==> config.mk <==
export PLATFORM = sky130hd
export DESIGN_NAME = jam_gen
export DESIGN_NICKNAME = d
export VERILOG_FILES = /design/src/rtl/jam_gen.sv
export SDC_FILE = /design/constraint.sdc
export NUM_CORES = 1
export LEC_CHECK = 0
export ABC_CLOCK_PERIOD_IN_PS = 8100
export CAP_MARGIN = 20
export CORE_MARGIN = 2
export CORE_UTILIZATION = 55
export DETAILED_ROUTE_END_ITERATION = 10
export PLACE_DENSITY = 0.74
export REMOVE_ABC_BUFFERS = 1
export SLEW_MARGIN = 5
export SYNTH_ARGS = -nofsm -noshare
export SYNTH_HDL_FRONTEND = slang
export SYNTH_SLANG_ARGS = --single-unit
==> constraint.sdc <==
create_clock -name CLK -period 8.1 [get_ports CLK]
set_input_delay 1.62 -clock CLK [delete_from_list [all_inputs] [get_ports CLK]]
set_output_delay 1.62 -clock CLK [all_outputs]
set_load 0.05 [all_outputs]
==> src/rtl/jam_gen.sv <==
// Exhaustive assignment search: walks every permutation of N jobs over N workers in
// lexicographic order, refetching only the changed suffix, and reports best total and tie count.
module jam_gen #(
    parameter int unsigned N  = 8,
    parameter int unsigned CW = 7,
    parameter int unsigned MW = 16
) (
    input  logic            CLK,
    input  logic            RST_N,
    input  logic            START,
    input  logic            MODE,
    output logic [2:0]      W,
    output logic [2:0]      J,
    input  logic [CW-1:0]   Cost,
    output logic [CW+2:0]   BestCost,
    output logic [MW-1:0]   MatchCount,
    output logic            Valid,
    output logic            Busy
);

    typedef enum logic [2:0] {
        StIdle, StFetch, StCmp, StPivot, StMaxSite, StSwap, StRev, StOut
    } state_e;

    localparam logic [2:0] LastIdx = 3'(N - 1);

    state_e          state_q, state_d;
    logic [2:0]      p_q [N];
    logic [2:0]      p_d [N];
    logic [CW-1:0]   c_q [N];
    logic [CW-1:0]   c_d [N];
    logic [2:0]      idx_q, idx_d;
    logic [2:0]      piv_q, piv_d;
    logic [2:0]      sel_q, sel_d;
    logic            have_q, have_d;
    logic            first_q, first_d;
    logic            mode_q, mode_d;
    logic [CW+2:0]   best_q, best_d;
    logic [MW-1:0]   cnt_q, cnt_d;
    logic            valid_q, valid_d;
    logic            busy_q, busy_d;

    logic [CW+2:0]   total;
    logic            desc;
    logic            better;

    always_comb begin
        total = '0;
        desc  = 1'b1;
        for (int w = 0; w < N; w++) begin
            total = total + {3'b000, c_q[w]};
            if (p_q[w] != 3'(N - 1 - w)) desc = 1'b0;
        end
        better = mode_q ? (total > best_q) : (total < best_q);
    end

    always_comb begin
        state_d = state_q;
        p_d     = p_q;
        c_d     = c_q;
        idx_d   = idx_q;
        piv_d   = piv_q;
        sel_d   = sel_q;
        have_d  = have_q;
        first_d = first_q;
        mode_d  = mode_q;
        best_d  = best_q;
        cnt_d   = cnt_q;
        unique case (state_q)
            StIdle: begin
                if (START) begin
                    state_d = StFetch;
                    mode_d  = MODE;
                    first_d = 1'b1;
                    idx_d   = 3'd0;
                    for (int w = 0; w < N; w++) p_d[w] = 3'(w);
                end
            end
            StFetch: begin
                c_d[idx_q] = Cost;
                if (idx_q == LastIdx) state_d = StCmp;
                else                  idx_d   = idx_q + 3'd1;
            end
            StCmp: begin
                if (first_q || better) begin
                    best_d = total;
                    cnt_d  = MW'(1);
                end else if (total == best_q) begin
                    cnt_d = cnt_q + MW'(1);
                end
                first_d = 1'b0;
                idx_d   = LastIdx - 3'd1;
                state_d = desc ? StOut : StPivot;
            end
            StPivot: begin
                if (p_q[idx_q] < p_q[idx_q + 3'd1]) begin
                    piv_d   = idx_q;
                    idx_d   = LastIdx;
                    have_d  = 1'b0;
                    state_d = StMaxSite;
                end else begin
                    idx_d = idx_q - 3'd1;
                end
            end
            StMaxSite: begin
                // Keep the smallest element of the suffix that still exceeds the pivot value.
                if (p_q[idx_q] > p_q[piv_q] && (!have_q || p_q[idx_q] < p_q[sel_q])) begin
                    sel_d  = idx_q;
                    have_d = 1'b1;
                end
                if (idx_q == piv_q + 3'd1) state_d = StSwap;
                else                       idx_d   = idx_q - 3'd1;
            end
            StSwap: begin
                p_d[piv_q] = p_q[sel_q];
                p_d[sel_q] = p_q[piv_q];
                state_d    = StRev;
            end
            StRev: begin
                for (int w = 0; w < N; w++) begin
                    if (3'(w) > piv_q) p_d[w] = p_q[3'(N - 1 - w) + piv_q + 3'd1];
                end
                idx_d   = piv_q;
                state_d = StFetch;
            end
            StOut: state_d = StIdle;
            default: state_d = StIdle;
        endcase
        valid_d = (state_d == StOut);
        busy_d  = (state_d != StIdle);
    end

    always_ff @(posedge CLK or negedge RST_N) begin
        if (!RST_N) begin
            state_q <= StIdle;
            for (int w = 0; w < N; w++) begin
                p_q[w] <= 3'(w);
                c_q[w] <= '0;
            end
            idx_q   <= '0;
            piv_q   <= '0;
            sel_q   <= '0;
            have_q  <= 1'b0;
            first_q <= 1'b0;
            mode_q  <= 1'b0;
            best_q  <= '0;
            cnt_q   <= '0;
            valid_q <= 1'b0;
            busy_q  <= 1'b0;
        end else begin
            state_q <= state_d;
            p_q     <= p_d;
            c_q     <= c_d;
            idx_q   <= idx_d;
            piv_q   <= piv_d;
            sel_q   <= sel_d;
            have_q  <= have_d;
            first_q <= first_d;
            mode_q  <= mode_d;
            best_q  <= best_d;
            cnt_q   <= cnt_d;
            valid_q <= valid_d;
            busy_q  <= busy_d;
        end
    end

    assign W          = (state_q == StFetch) ? idx_q : 3'd0;
    assign J          = (state_q == StFetch) ? p_q[idx_q] : 3'd0;
    assign BestCost   = best_q;
    assign MatchCount = cnt_q;
    assign Valid      = valid_q;
    assign Busy       = busy_q;

endmodule

# Word-level counts from Yosys, hierarchy flattened
# Index checks and enable logic that the tools add are counted.
[op_classes]
n_addsub = 24
mul = 0
n_div = 0
n_lt_le_gt_ge = 28
eq_ne = 31
shifts = 0
muxes = 84
bitwise = 12
n_reduce_logical = 31
[op_table]
columns = ["operator", "n"]
rows = [
  ["3-bit 2-to-1 mux", 45],
  ["3-bit binary-select mux with 3-bit select", 12],
  ["24-bit one-hot mux with 3 select lines", 1],
  ["56-bit bitwise mux", 1],
  ["24-bit bitwise mux", 2],
  ["4-bit greater-or-equal comparator (second input constant)", 12],
  ["3-bit inverter with 4-bit output", 12],
  ["10-bit by 7-bit adder with 10-bit output", 4],
  ["16-bit 2-to-1 mux", 2],
  ["3-bit by 1-bit adder with 3-bit output (second input constant)", 9],
  ["3-bit AND reduction", 9],
  ["2-bit != test (second input constant)", 13],
  ["24-bit 2-to-1 mux", 1],
  ["3-bit one-hot mux with 8 select lines", 1],
  ["7-bit demux with 3-bit select", 1],
  ["3-bit demux with 3-bit select", 2],
  ["3-bit == test (second input constant)", 6],
  ["3-bit one-hot mux with 6 select lines", 1],
  ["16-bit by 1-bit adder with 16-bit output (second input constant)", 1],
  ["3-bit adder (first input constant)", 4],
  ["3-bit greater-than comparator (first input constant)", 4],
  ["4-bit by 1-bit less-than comparator with 1-bit output (second input constant)", 3],
  ["1-bit 2-to-1 mux", 12],
  ["3-bit != test (second input constant)", 4],
  ["28 further kinds", 48],
]
[totals]
ff_bits = 123
latch_bits = 0
mem_bits_rw = 0
mem_bits_ro = 0
input_bits = 11
out_inout_bits = 34
word_cells = 237
memories = 0

# Depth between registers and ports, before layout
# Gate-level depths: netlist of the first run.
[logic_depth]
depth_word = 12
ltp_mapped = 26
mapped_depth_nobuf = 24

# Worst setup path after synthesis of the first run
# OpenSTA, ideal clock, no wires.
[synth_timing]
path_kind = "flip-flop to flip-flop"
from = "register c_q[2] in the netlist's numbering"
to = "register best_q[4], in the netlist BestCost[4]"
setup_ns = 0.125
arrival_ns = 5.695
required_ns = 7.975
setup_slack_ns = 2.280
path_stages_with_launch = 26
n_path_buf = 1
synth_period_minus_slack_ns = 5.820
path_cell_list = "dfrtp_1 inv_1 fa_1 inv_1 fa_1 fa_1 inv_1 fa_1 inv_1 ha_1 inv_1 fa_1 nor2b_1 o21ai_0 a21boi_0 o21ai_0 a21boi_0 nor2_1 ha_1 nand4_1 a211oi_1 a2111oi_0 a211oi_2 nor2_1 buf_2 mux2_2"
[synth_via]
elab_chain_cells = 5
elab_cells_between_ends = 6
cone_classes = "add/sub (1); order compare (2); mux (1); reduce/logical (2)"
[synth_lines]
columns = ["item", "line", "source"]
rows = [
  ["from (decl)", "30", "logic [CW-1:0] c_q [N];"],
  ["from (signal, indexed assignment)", "138", "c_q[w] <= '0;"],
  ["from (signal assigned)", "153", "c_q <= c_d;"],
  ["10-bit by 7-bit adder with 10-bit output *", "51", "total = total + {3'b000, c_q[w]};"],
  ["named net total[8]", "43", "logic [CW+2:0] total;"],
  ["10-bit less-than comparator or 10-bit greater-than comparator (tied branches)", "54", "better = mode_q ? (total > best_q) : (total < best_q);"],
  ["1-bit 2-to-1 mux *", "54", ""],
  ["1-bit logical OR *", "85", "if (first_q || better) begin"],
  ["2-bit AND reduction (no source line) *", "n/a", ""],
  ["to (signal assigned)", "160", "best_q <= best_d;"],
  ["to (decl)", "38", "logic [CW+2:0] best_q, best_d;"],
]
# The timed path passes the listed nets; every way through them passes the cells marked *.
# A chain may end at the register's enable or synchronous reset.

# Worst setup path in the final report of the first run
# Ends and elaborated chain as after synthesis.

==> qor.txt, run 1 <==
========================================================================================
Origin of the worst setup path ............................................       c_q[2]
DRT antenna net count .....................................................            0
Effective utilization at floorplan ........................................        56.0%
Vias in the first global route ............................................         7273
Total gr overflow .........................................................            0
Final-report max-slew violation count .....................................            0
Result of the run ......................................................... finished clean
Average via count per standard cell .......................................         6.31
Setup Crit Path Kind ...................................................... flop to flop
DIE AREA ..................................................................  18600 sq um
Largest clock skew in the final design ....................................   0.00831 ns
Max-cap violations ........................................................            0
Sink count of the clock tree ..............................................          123
Clock-pin slew on the worst setup and hold paths ..........................      0.06 ns
Highest clock rate ........................................................      156 MHz
Total negative slack ......................................................         0 ns
Worst rel slew slack ......................................................        32.7%
Chip height ...............................................................  136 microns
Number of endpoints with negative hold slack in the final report ..........            0
Yosys top cell by area .................................................... sky130_fd_sc_hd__dfrtp_1
Worst hold path type ...................................................... flop to flop
Worst endpoint required time ..............................................      8.41 ns
Share of synthesized flip-flops with an asynchronous set or reset .........         100%
Wire length per cell after detailed routing ............................... 19.9 microns
Maximum number of pins on one net before global-route repair ..............           76
Site row count ............................................................           48
FF-to-FF setup slack ......................................................      1.69 ns
Wire length of the first global-routing pass ..............................      38.4 mm
Cells resized by post-CTS repair ..........................................            0
Placeable core region .....................................................  17200 sq um
Transition time of the tightest slew-check pin ............................      1.01 ns
Number of setup buffers added after CTS ...................................            0
CP startpoint kind ........................................................         flop
Shortest clock period the worst path allows after layout ..................      6.41 ns
Port Buffer Count .........................................................           44
Amount of wire on met3 after detailed routing .............................      1.65 mm
Sequential cell area fraction in the yosys report .........................        32.1%
Routed via count ..........................................................         7406
Finish-stage setup viols ..................................................            0
Total of flip-flops plus latches after synthesis ..........................          123
Total I/O pin count .......................................................           45
Arrival time of data at the critical path endpoint ........................      6.73 ns
Reg2Reg Launch Point ......................................................       c_q[2]
Total of fill cells in the finished design ................................         1393
Wire length reported by the detailed router ...............................      23.3 mm
Distinct cell type count of the synthesized netlist .......................           73
Number of antenna violations at the first check in global routing .........            0
Hpwl dp ...................................................................      16.5 mm
Part of the cycle the worst path needs ....................................        79.2%
Fraction of final layout cells with drive strength greater than 1 .........        19.2%
Clock tree from TritonCTS .................................................          yes
Commonest non-fill, non-tap cell in the layout ............................ sky130_fd_sc_hd__dfrtp_1
Endpoint of the worst register-to-register path ...........................  BestCost[4]
Post-synthesis cell area ..................................................   9630 sq um
Average cell area after synthesis .........................................   10.5 sq um
CP Capture Type ...........................................................         flop
Setup repair after global routing missed its margin .......................           no
Net count of the finished layout ..........................................         1027
Dominant cells by area after synthesis .................................... sky130_fd_sc_hd__dfrtp_1 (29%), sky130_fd_sc_hd__mux4_2 (9.6%), sky130_fd_sc_hd__mux2_2 (8.8%), sky130_fd_sc_hd__fa_1 (8.5%), sky130_fd_sc_hd__ha_1 (5.2%)
# DRC .....................................................................            0
H-tree levels .............................................................            4
Overall routing resource usage ............................................        26.8%
Worst Hold Margin .........................................................     0.503 ns
Final RePlAce weighted congestion .........................................        0.922
Synth Warn # ..............................................................            0
Post-CTS Hold Buffers .....................................................            0
Utilization after layout ..................................................        62.5%
Met2 wirelength from detailed routing .....................................      11.1 mm
Highest metal layer with signal wires .....................................         met4
Routed met1 length ........................................................      9.99 mm
Number of search-and-repair iterations in the first detailed-routing pass .            5
Clock insertion delay at the later pin of the skew report .................      0.43 ns
Share of Yosys cell area claimed by the top area cell type ................        28.9%
Multi-input gate area in the final layout .................................   5910 sq um
Number of violations reported at the end of detailed-routing iteration 0 ..          673
Most frequent cells in the layout ......................................... sky130_fd_sc_hd__dfrtp_1 (110), sky130_fd_sc_hd__inv_1 (109), sky130_fd_sc_hd__mux2_2 (75)
Die X .....................................................................  136 microns
Worst setup endpoint ......................................................  BestCost[4]
Number of buffers created by CTS ..........................................           17
Number of enable-type register cells in the synthesized netlist ...........            0
Register area .............................................................   3090 sq um
Max Fanout on Critical Path ...............................................            7
Clock Path Buffers ........................................................            2
Worst-case reg-to-reg path depth ..........................................           24
Number of antenna repair diodes ...........................................            0
Most used flip-flop cell after synthesis .................................. sky130_fd_sc_hd__dfrtp_1
Layout overhead on the synthesized area ...................................        11.6%
Clock root cell ........................................................... sky130_fd_sc_hd__clkbuf_16
Synthesized instance count ................................................          917
========================================================================================
==> critical path, cell delays in order (launching register included) <==
cell                        delay (ns)
sky130_fd_sc_hd__dfrtp_1          0.34
sky130_fd_sc_hd__inv_1            0.06
sky130_fd_sc_hd__fa_1             0.53
sky130_fd_sc_hd__inv_1            0.05
sky130_fd_sc_hd__fa_1             0.50
sky130_fd_sc_hd__fa_1             0.54
sky130_fd_sc_hd__inv_1            0.05
sky130_fd_sc_hd__fa_1             0.47
sky130_fd_sc_hd__inv_1            0.08
sky130_fd_sc_hd__ha_1             0.17
sky130_fd_sc_hd__inv_1            0.05
sky130_fd_sc_hd__fa_1             0.39
sky130_fd_sc_hd__nor2b_1          0.13
sky130_fd_sc_hd__o21ai_0          0.11
sky130_fd_sc_hd__a21boi_0         0.25
sky130_fd_sc_hd__o21ai_0          0.12
sky130_fd_sc_hd__a21boi_0         0.23
sky130_fd_sc_hd__nor2_1           0.08
sky130_fd_sc_hd__ha_1             0.31
sky130_fd_sc_hd__nand4_1          0.21
sky130_fd_sc_hd__a211oi_1         0.10
sky130_fd_sc_hd__a2111oi_0        0.49
sky130_fd_sc_hd__a211oi_2         0.15
sky130_fd_sc_hd__nor2_1           0.47
sky130_fd_sc_hd__mux2_2           0.40
==> sequential cells by signal (all words and copies together) (netlist names) <==
name and flops:
first_q 1, MatchCount 16, piv_q 3, sel_q 3, Valid 1, state_q 3, Busy 1, BestCost 10
mode_q 1, c_q 56, idx_q 3, p_q 24, have_q 1
==> synth_stat cells (4+ instances only) <==
| cell type | n |
|---|---|
| sky130_fd_sc_hd__nand4_1 | 11 |
| sky130_fd_sc_hd__or3_1 | 4 |
| sky130_fd_sc_hd__o21a_1 | 4 |
| sky130_fd_sc_hd__nor2b_1 | 10 |
| sky130_fd_sc_hd__xor2_1 | 10 |
| sky130_fd_sc_hd__xnor2_1 | 11 |
| sky130_fd_sc_hd__and2_1 | 8 |
| sky130_fd_sc_hd__o22ai_1 | 12 |
| sky130_fd_sc_hd__nand2_1 | 65 |
| sky130_fd_sc_hd__a211oi_1 | 5 |
| sky130_fd_sc_hd__and3b_1 | 5 |
| sky130_fd_sc_hd__dfrtp_1 | 111 |
| sky130_fd_sc_hd__fa_1 | 41 |
| sky130_fd_sc_hd__clkbuf_1 | 29 |
| sky130_fd_sc_hd__nand3_1 | 11 |
| sky130_fd_sc_hd__a22o_1 | 10 |
| sky130_fd_sc_hd__a21o_1 | 4 |
| sky130_fd_sc_hd__a221oi_1 | 5 |
| sky130_fd_sc_hd__nor3_1 | 8 |
| sky130_fd_sc_hd__nand2b_1 | 12 |
| sky130_fd_sc_hd__a31oi_1 | 8 |
| sky130_fd_sc_hd__mux2_2 | 75 |
| sky130_fd_sc_hd__mux4_1 | 5 |
| sky130_fd_sc_hd__buf_2 | 18 |
| sky130_fd_sc_hd__o21ai_0 | 50 |
| sky130_fd_sc_hd__nand3b_1 | 6 |
| sky130_fd_sc_hd__nor2_1 | 59 |
| sky130_fd_sc_hd__inv_1 | 109 |
| sky130_fd_sc_hd__mux2i_1 | 19 |
| sky130_fd_sc_hd__ha_1 | 40 |
| sky130_fd_sc_hd__and3_1 | 5 |
| sky130_fd_sc_hd__a21oi_1 | 34 |
| sky130_fd_sc_hd__mux4_2 | 41 |
| sky130_fd_sc_hd__o211ai_1 | 5 |
| sky130_fd_sc_hd__dfstp_2 | 12 |
==> per-stage QoR <==
stage | worst slack, ns | instances | instance area [sq um]
after global routing | 1.02 | 1173 | 10700
after detailed placement | 1.71 | 1141 | 10200
final | 1.69 | 1173 | 10700
after floorplan | 1.79 | 868 | 9410
after global placement | 1.86 | 1141 | 10200
after CTS | 1.63 | 1173 | 10700
==> cell type report <==
type                            instances  area share, %
Inverter                              110           3.84
Multi-Input combinational cell        635           55.0
Clock buffer                           19           4.03
Clock inverter                         13           1.34
Sequential cell                       123           28.8
Tap cell                              225           2.62
Timing Repair Buffer                   48           4.36
==> metal layers <==
layer,track usage [%],vias to the layer above
met3,4.88,50
met5,0,-
li1,-,3302
met2,42.4,321
met4,11.1,0
met1,36.6,3733
==> logic make-up (layout without fill, tap and decap cells) <==
group           after synthesis  after routing  share of synthesized area (%)
compound gates              164            164                           11.1
xor+xnor                     21             21                           1.91
fa+ha+maj                    81             81                           13.7
buf+inv                     159            190                           6.51
flops                       123            123                           32.1
mux                         145            145                           22.7
simple gates                224            224                           11.9
==> how the worst min path moves through the flow <==
stage | start | endpoint | cells after the start
3_3_place_gp | c_q[23] | c_q[23] | 1
2_1_floorplan | c_q[15] | c_q[15] | 1
4_1_cts | c_q[53] | c_q[53] | 1
5_1_grt | c_q[24] | c_q[24] | 1
6_report | c_q[21] | c_q[21] | 1
3_5_place_dp | c_q[46] | c_q[46] | 1
Power of run 1 is left out: the tool's default activity adds up to more than one toggle a clock period on the data nets, which glitch-free logic cannot reach.
==> run 2: changes to the inputs <==
ABC_CLOCK_PERIOD_IN_PS = 5900   (was 8100)
PLACE_DENSITY = 0.77   (was 0.74)
clock period = 5.9 ns   (was 8.1 ns; I/O delays follow)
==> run 2 against run 1 <==
  * Clock-buffer cell count is 1 higher
  * Cell count is 1.4% higher
  * Non-clock buffer count rose by 17
  * Highest routed layer unchanged
==> qor.txt, run 2 (synthesis results as in run 1) <==
========================================================================================
Wire length per cell after detailed routing ............................... 20.9 microns   was 19.9 microns
Highest clock rate ........................................................      171 MHz   was 156 MHz
Number of antenna violations at the first check in global routing .........            0   unchanged
CP Capture Type ...........................................................         flop   unchanged
Number of violations reported at the end of detailed-routing iteration 0 ..          781   was 673
Endpoint of the worst register-to-register path ........................... MatchCount[7]   was BestCost[4]
Max Fanout on Critical Path ...............................................            4   was 7
Worst endpoint required time ..............................................      6.23 ns   was 8.41 ns
Effective utilization at floorplan ........................................        56.0%   unchanged
Largest reg by FF count ...................................................          c_q   unchanged
Number of antenna repair diodes ...........................................            0   unchanged
Clock insertion delay at the later pin of the skew report .................      0.42 ns   was 0.43 ns
Worst rel slew slack ......................................................        34.4%   was 32.7%
Number of placed instances with taps included .............................         1152   was 1141
PnR worst setup slack .....................................................    0.0643 ns   was 1.69 ns
Post-CTS Hold Buffers .....................................................            0   unchanged
Post-placement worst setup slack ..........................................    -0.196 ns   was 1.71 ns
Clock-pin slew on the worst setup and hold paths ..........................      0.06 ns   about the same
Shortest clock period the worst path allows after layout ..................      5.84 ns   was 6.41 ns
Wire length of the first global-routing pass ..............................      39.1 mm   was 38.4 mm
Part of the cycle the worst path needs ....................................        98.9%   was 79.2%
Sink count of the clock tree ..............................................          123   unchanged
Total I/O pin count .......................................................           45   unchanged
Finish-stage setup viols ..................................................            0   unchanged
Final RePlAce weighted congestion .........................................        0.951   was 0.922
Hpwl dp ...................................................................      16.8 mm   was 16.5 mm
CP startpoint kind ........................................................         flop   unchanged
Number of buffers created by CTS ..........................................           17   unchanged
Post-Layout Inst Area .....................................................  11000 sq um   was 10700 sq um
Worst setup endpoint ...................................................... MatchCount[7]   was BestCost[4]
Wire length reported by the detailed router ...............................      24.8 mm   was 23.3 mm
Overall routing resource usage ............................................        27.6%   was 26.8%
Critical-path top delay cell .............................................. sky130_fd_sc_hd__fa_1   unchanged
Setup repair after global routing missed its margin .......................          yes   was no
Transition time of the tightest slew-check pin ............................     0.985 ns   was 1.01 ns
Largest clock skew in the final design ....................................    0.0128 ns   was 0.00831 ns
Total negative slack ......................................................         0 ns   unchanged
Average via count per standard cell .......................................         6.42   was 6.31
Number of endpoints with negative hold slack in the final report ..........            0   unchanged
Highest cell delay on the worst timing path ...............................      0.55 ns   was 0.54 ns
Layout overhead on the synthesized area ...................................        13.9%   was 11.6%
DRT antenna net count .....................................................            0   unchanged
Port Buffer Count .........................................................           44   unchanged
Non-filler cells in the finished layout ...................................         1190   was 1173
Maximum number of pins on one net before global-route repair ..............           76   unchanged
Commonest non-fill, non-tap cell in the layout ............................ sky130_fd_sc_hd__dfrtp_1   unchanged
Total gr overflow .........................................................            0   unchanged
Site row count ............................................................           48   unchanged
FF-to-FF setup slack ......................................................      0.06 ns   was 1.69 ns
Worst hold path type ...................................................... flop to flop   unchanged
Arrival time of data at the critical path endpoint ........................      6.17 ns   was 6.73 ns
Routed via count ..........................................................         7635   was 7406
Chip height ...............................................................  136 microns   unchanged
Vias in the first global route ............................................         7552   was 7273
Clock tree from TritonCTS .................................................          yes   unchanged
Clock root cell ........................................................... sky130_fd_sc_hd__clkbuf_16   unchanged
# DRC .....................................................................            0   unchanged
Number of search-and-repair iterations in the first detailed-routing pass .            6   was 5
Placeable core region .....................................................  17200 sq um   unchanged
Worst-case reg-to-reg path depth ..........................................           24   unchanged
Post-detailed-placement cell area .........................................  10200 sq um   about the same
H-tree levels .............................................................            4   unchanged
Setup Crit Path Kind ...................................................... flop to flop   unchanged
Clock Path Buffers ........................................................            2   unchanged
Net count of the finished layout ..........................................         1044   was 1027
Fraction of final layout cells with drive strength greater than 1 .........        22.7%   was 19.2%
Critical path, cell by cell ............................................... inv_2 -> fa_1 -> inv_2 -> fa_1 -> fa_1 -> inv_2 -> fa_1 -> inv_1 -> ha_2 -> inv_2 -> fa_2 -> nor2b_1 -> o21ai_1 -> a21boi_1 -> o21ai_1 -> a21boi_1 -> nor2_1 -> ha_1 -> nand4_1 -> a211oi_2 -> a211o_1 -> mux2_4 -> or3_4 -> a21oi_2   was inv_1 -> fa_1 -> inv_1 -> fa_1 -> fa_1 -> inv_1 -> fa_1 -> inv_1 -> ha_1 -> inv_1 -> fa_1 -> nor2b_1 -> o21ai_0 -> a21boi_0 -> o21ai_0 -> a21boi_0 -> nor2_1 -> ha_1 -> nand4_1 -> a211oi_1 -> a2111oi_0 -> a211oi_2 -> nor2_1 -> mux2_2
Max-cap violations ........................................................            0   unchanged
Max reg flops .............................................................           56   unchanged
DIE AREA ..................................................................  18600 sq um   unchanged
Most frequent cells in the layout ......................................... sky130_fd_sc_hd__dfrtp_1 (110), sky130_fd_sc_hd__inv_1 (104), sky130_fd_sc_hd__mux2_2 (68)   was sky130_fd_sc_hd__dfrtp_1 (110), sky130_fd_sc_hd__inv_1 (109), sky130_fd_sc_hd__mux2_2 (75)
Final-report max-slew violation count .....................................            0   unchanged
Die X .....................................................................  136 microns   unchanged
Origin of the worst setup path ............................................      c_q[16]   was c_q[2]
Result of the run ......................................................... finished clean   unchanged
Reg2Reg Launch Point ......................................................      c_q[16]   was c_q[2]
========================================================================================
==> run 2: metal layers <==
metal,track usage [%],vias to the layer above,part of all wire (%)
met5,0,-,0
met4,11.1,0,3.9
met3,5.89,94,8.9
met2,44.4,444,48
met1,36.6,3769,39
li1,-,3328,-
==> run 2: area by class of cell <==
class	instances	area, sq um
clock inverter	12	115
timing repair buffer	65	603
inverter	110	413
multi-input combinational	635	6010
tap	225	282
clock buffer	20	447
fill	1298	6220
sequential	123	3090
==> run 2: repair_timing <==
action | 4_1_cts | 5_1_grt
setup buffers | 3 | 3
setup endpoints to repair | 24 | 26
gates resized for setup | 14 | 25
pin swaps | 12 | 30
==> run 2: worst min-delay path by stage <==
stage | start | endpoint | slack, ns | cells after the start
6_report | c_q[24] | c_q[24] | 0.51 | 1
3_3_place_gp | c_q[23] | c_q[23] | 0.49 | 1
2_1_floorplan | c_q[15] | c_q[15] | 0.48 | 1
5_1_grt | c_q[43] | c_q[43] | 0.52 | 1
4_1_cts | c_q[19] | c_q[19] | 0.51 | 1
3_5_place_dp | c_q[19] | c_q[19] | 0.49 | 1
==> run 2: metrics by stage <==
| step | hold WS, ns | utilization [%] |
|---|---|---|
| 3_5_place_dp | 0.495 | 59.6 |
| 2_1_floorplan | 0.479 | - |
| 5_1_grt | 0.518 | 63.8 |
| 3_3_place_gp | 0.487 | 59.6 |
| 6_report | 0.507 | 63.8 |
| 4_1_cts | 0.507 | 63.3 |
==> run 2: critical path: cells and delay by family (launching register included) <==
family	cells	cell delay (ns)
AO/OA/AOI/OAI	7	1.27
adder cells (fa/ha/maj)	7	2.80
buffers and inverters	5	0.24
flip-flops	1	0.36
multiplexers	1	0.34
AND/OR/NAND/NOR	4	0.76
Power of run 2 is left out for the same reason.
==> run 3: changes to the inputs <==
CORE_ASPECT_RATIO = 0.75   (was default)
SETUP_SLACK_MARGIN = 0.05   (was default)
==> run 3 against run 2 <==
  * Clock skew decreased by 0.0011 ns
  * Maximum frequency is 0.31% lower
  * First-iteration DRC count is 7.6% higher
  * Worst hold slack worse by 0.0044 ns
  * Wire length rose by 7.8%
==> qor.txt, run 3 (synthesis results as in run 1) <==
========================================================================================
Sink count of the clock tree ..............................................          123   unchanged
Worst-case reg-to-reg path depth ..........................................           25   was 24
Max Fanout on Critical Path ...............................................            8   was 4
Number of placed instances with taps included .............................         1168   was 1152
H-tree levels .............................................................            4   unchanged
Number of buffers created by CTS ..........................................           17   unchanged
Part of the cycle the worst path needs ....................................        99.2%   was 98.9%
Hold Crit Endpoint ........................................................      c_q[37]   was c_q[24]
Finish-stage setup viols ..................................................            0   unchanged
Worst hold stages .........................................................            1   unchanged
Wire length reported by the detailed router ...............................      26.8 mm   was 24.8 mm
Vias in the first global route ............................................         7855   was 7552
Largest clock skew in the final design ....................................    0.0117 ns   was 0.0128 ns
Arrival time of data at the critical path endpoint ........................      6.17 ns   about the same
Clock root cell ........................................................... sky130_fd_sc_hd__clkbuf_16   unchanged
Hpwl dp ...................................................................      17.5 mm   was 16.8 mm
Clock insertion delay at the later pin of the skew report .................      0.43 ns   was 0.42 ns
Total gr overflow .........................................................            0   unchanged
Final RePlAce weighted congestion .........................................        0.959   was 0.951
Transition time of the tightest slew-check pin ............................      1.08 ns   was 0.985 ns
Most frequent cells in the layout ......................................... sky130_fd_sc_hd__dfrtp_1 (110), sky130_fd_sc_hd__inv_1 (99), sky130_fd_sc_hd__mux2_2 (70)   was sky130_fd_sc_hd__dfrtp_1 (110), sky130_fd_sc_hd__inv_1 (104), sky130_fd_sc_hd__mux2_2 (68)
Worst endpoint required time ..............................................      6.21 ns   was 6.23 ns
Average via count per standard cell .......................................         6.41   was 6.42
Routed via count ..........................................................         7775   was 7635
Worst hold path type ...................................................... flop to flop   unchanged
Total I/O pin count .......................................................           45   unchanged
Site row count ............................................................           41   was 48
FF-to-FF setup slack ......................................................      0.05 ns   was 0.06 ns
Number of endpoints with negative hold slack in the final report ..........            0   unchanged
Fraction of final layout cells with drive strength greater than 1 .........        26.2%   was 22.7%
Number of violations reported at the end of detailed-routing iteration 0 ..          840   was 781
Number of antenna repair diodes ...........................................            0   unchanged
Largest reg by FF count ...................................................          c_q   unchanged
Number of antenna violations at the first check in global routing .........            0   unchanged
Effective utilization at floorplan ........................................        56.7%   was 56.0%
Max reg flops .............................................................           56   unchanged
Wire length per cell after detailed routing ............................... 22.1 microns   was 20.9 microns
Total of fill cells in the finished design ................................         1227   was 1298
Hold wc startpoint ........................................................      c_q[37]   was c_q[24]
Highest clock rate ........................................................      171 MHz   about the same
Net count of the finished layout ..........................................         1056   was 1044
CP Capture Type ...........................................................         flop   unchanged
Layout overhead on the synthesized area ...................................        16.9%   was 13.9%
Max-cap violations ........................................................            0   unchanged
Clock Path Buffers ........................................................            2   unchanged
Non-filler cells in the finished layout ...................................         1213   was 1190
Endpoint of the worst register-to-register path ...........................  BestCost[5]   was MatchCount[7]
DIE AREA ..................................................................  18600 sq um   about the same
Result of the run ......................................................... finished clean   unchanged
Setup Crit Path Kind ...................................................... flop to flop   unchanged
Commonest non-fill, non-tap cell in the layout ............................ sky130_fd_sc_hd__dfrtp_1   unchanged
Clock-pin slew on the worst setup and hold paths ..........................      0.06 ns   about the same
Worst rel slew slack ......................................................        27.3%   was 34.4%
Placeable core region .....................................................  17000 sq um   was 17200 sq um
Number of search-and-repair iterations in the first detailed-routing pass .            6   unchanged
Reg2Reg Launch Point ......................................................       c_q[3]   was c_q[16]
DRT antenna net count .....................................................            0   unchanged
Setup repair after global routing missed its margin .......................          yes   unchanged
Worst Hold Margin .........................................................     0.502 ns   was 0.507 ns
Port Buffer Count .........................................................           44   unchanged
CP startpoint kind ........................................................         flop   unchanged
Shortest clock period the worst path allows after layout ..................      5.85 ns   was 5.84 ns
Wire length of the first global-routing pass ..............................      42.1 mm   was 39.1 mm
Die X .....................................................................  157 microns   was 136 microns
Overall routing resource usage ............................................        29.6%   was 27.6%
Maximum number of pins on one net before global-route repair ..............           72   was 76
Final-report max-slew violation count .....................................            0   unchanged
Clock tree from TritonCTS .................................................          yes   unchanged
# DRC .....................................................................            0   unchanged
Chip height ...............................................................  119 microns   was 136 microns
========================================================================================
## run 3: cell count changes in the layout (fill, tap and decap cells not counted), moves of 3 or more
cell | before | now
sky130_fd_sc_hd__buf_4 | 20 | 31
sky130_fd_sc_hd__clkinvlp_4 | 6 | 2
sky130_fd_sc_hd__ha_1 | 39 | 35
sky130_fd_sc_hd__ha_4 | 0 | 5
sky130_fd_sc_hd__inv_1 | 104 | 99
sky130_fd_sc_hd__inv_2 | 6 | 11
sky130_fd_sc_hd__nor2_1 | 58 | 53
sky130_fd_sc_hd__nor2_2 | 2 | 6
sky130_fd_sc_hd__o21ai_1 | 5 | 0
sky130_fd_sc_hd__o21ai_2 | 1 | 4
## run 3: worst max-delay path by stage
stage                       start             to  slack [ns]  depth (start not counted)
final                      c_q[3]    BestCost[5]        0.05                         25
after global routing      c_q[22]  MatchCount[7]       -0.11                         25
after CTS                 c_q[37]    BestCost[5]        0.06                         27
after detailed placement   c_q[2]    BestCost[5]       -0.50                         24
after global placement     c_q[2]    BestCost[5]       -0.29                         24
after floorplan            c_q[2]    BestCost[2]       -0.41                         24
## run 3: layout make-up
cell class,instances,area (sq um),area share [%]
Tap cell,236,295,2.62
Timing Repair Buffer,77,706,6.27
Inverter,110,413,3.67
Multi-Input combinational cell,635,6140,54.5
Sequential cell,123,3090,27.5
Clock buffer,19,453,4.02
Clock inverter,13,156,1.39
## run 3: what timing repair did
action	CTS	global route
hold buffers	0	0
endpoints found under the hold margin	0	0
setup endpoints to repair	26	26
buffers inserted	9	4
pin swaps	22	28
resized for setup	30	36
## run 3: worst max-delay path, cell delays in order, from the launching register on
cell                       delay (ns)
sky130_fd_sc_hd__dfrtp_1         0.37
sky130_fd_sc_hd__inv_2           0.05
sky130_fd_sc_hd__fa_1            0.54
sky130_fd_sc_hd__inv_1           0.06
sky130_fd_sc_hd__fa_1            0.48
sky130_fd_sc_hd__fa_1            0.51
sky130_fd_sc_hd__inv_2           0.04
sky130_fd_sc_hd__fa_1            0.49
sky130_fd_sc_hd__buf_4           0.18
sky130_fd_sc_hd__fa_2            0.40
sky130_fd_sc_hd__nor2b_1         0.16
sky130_fd_sc_hd__o21ai_2         0.08
sky130_fd_sc_hd__a21boi_2        0.19
sky130_fd_sc_hd__o21ai_2         0.09
sky130_fd_sc_hd__nor3b_2         0.17
sky130_fd_sc_hd__nor2_2          0.13
sky130_fd_sc_hd__ha_4            0.23
sky130_fd_sc_hd__o21ai_4         0.14
sky130_fd_sc_hd__o21bai_2        0.11
sky130_fd_sc_hd__a211o_1         0.31
sky130_fd_sc_hd__buf_6           0.13
sky130_fd_sc_hd__a211oi_4        0.21
sky130_fd_sc_hd__buf_4           0.16
sky130_fd_sc_hd__nor2_4          0.04
sky130_fd_sc_hd__buf_12          0.14
sky130_fd_sc_hd__mux2_4          0.30
## run 3: layer usage
| layer | up-vias | GRT usage, % | part of all wire, % |
|---|---|---|---|
| li1 | 3359 | - | - |
| met1 | 3799 | 41.5 | 42 |
| met2 | 516 | 41.7 | 43 |
| met3 | 101 | 11.8 | 12 |
| met4 | 0 | 10.1 | 3.0 |
| met5 | - | 0 | 0 |
## run 3: metrics by stage
stage | area, sq um | util [%] | setup WS, ns | setup TNS, ns
after floorplan | 9410 | - | -0.409 | -4.25
after global placement | 10300 | 60.6 | -0.287 | -4.64
after detailed placement | 10300 | 60.6 | -0.498 | -9.24
after CTS | 11100 | 65.2 | 0.0600 | 0
after global routing | 11300 | 66.3 | -0.110 | -1.06
final | 11300 | 66.3 | 0.0459 | 0
Power of run 3 is left out for the same reason.
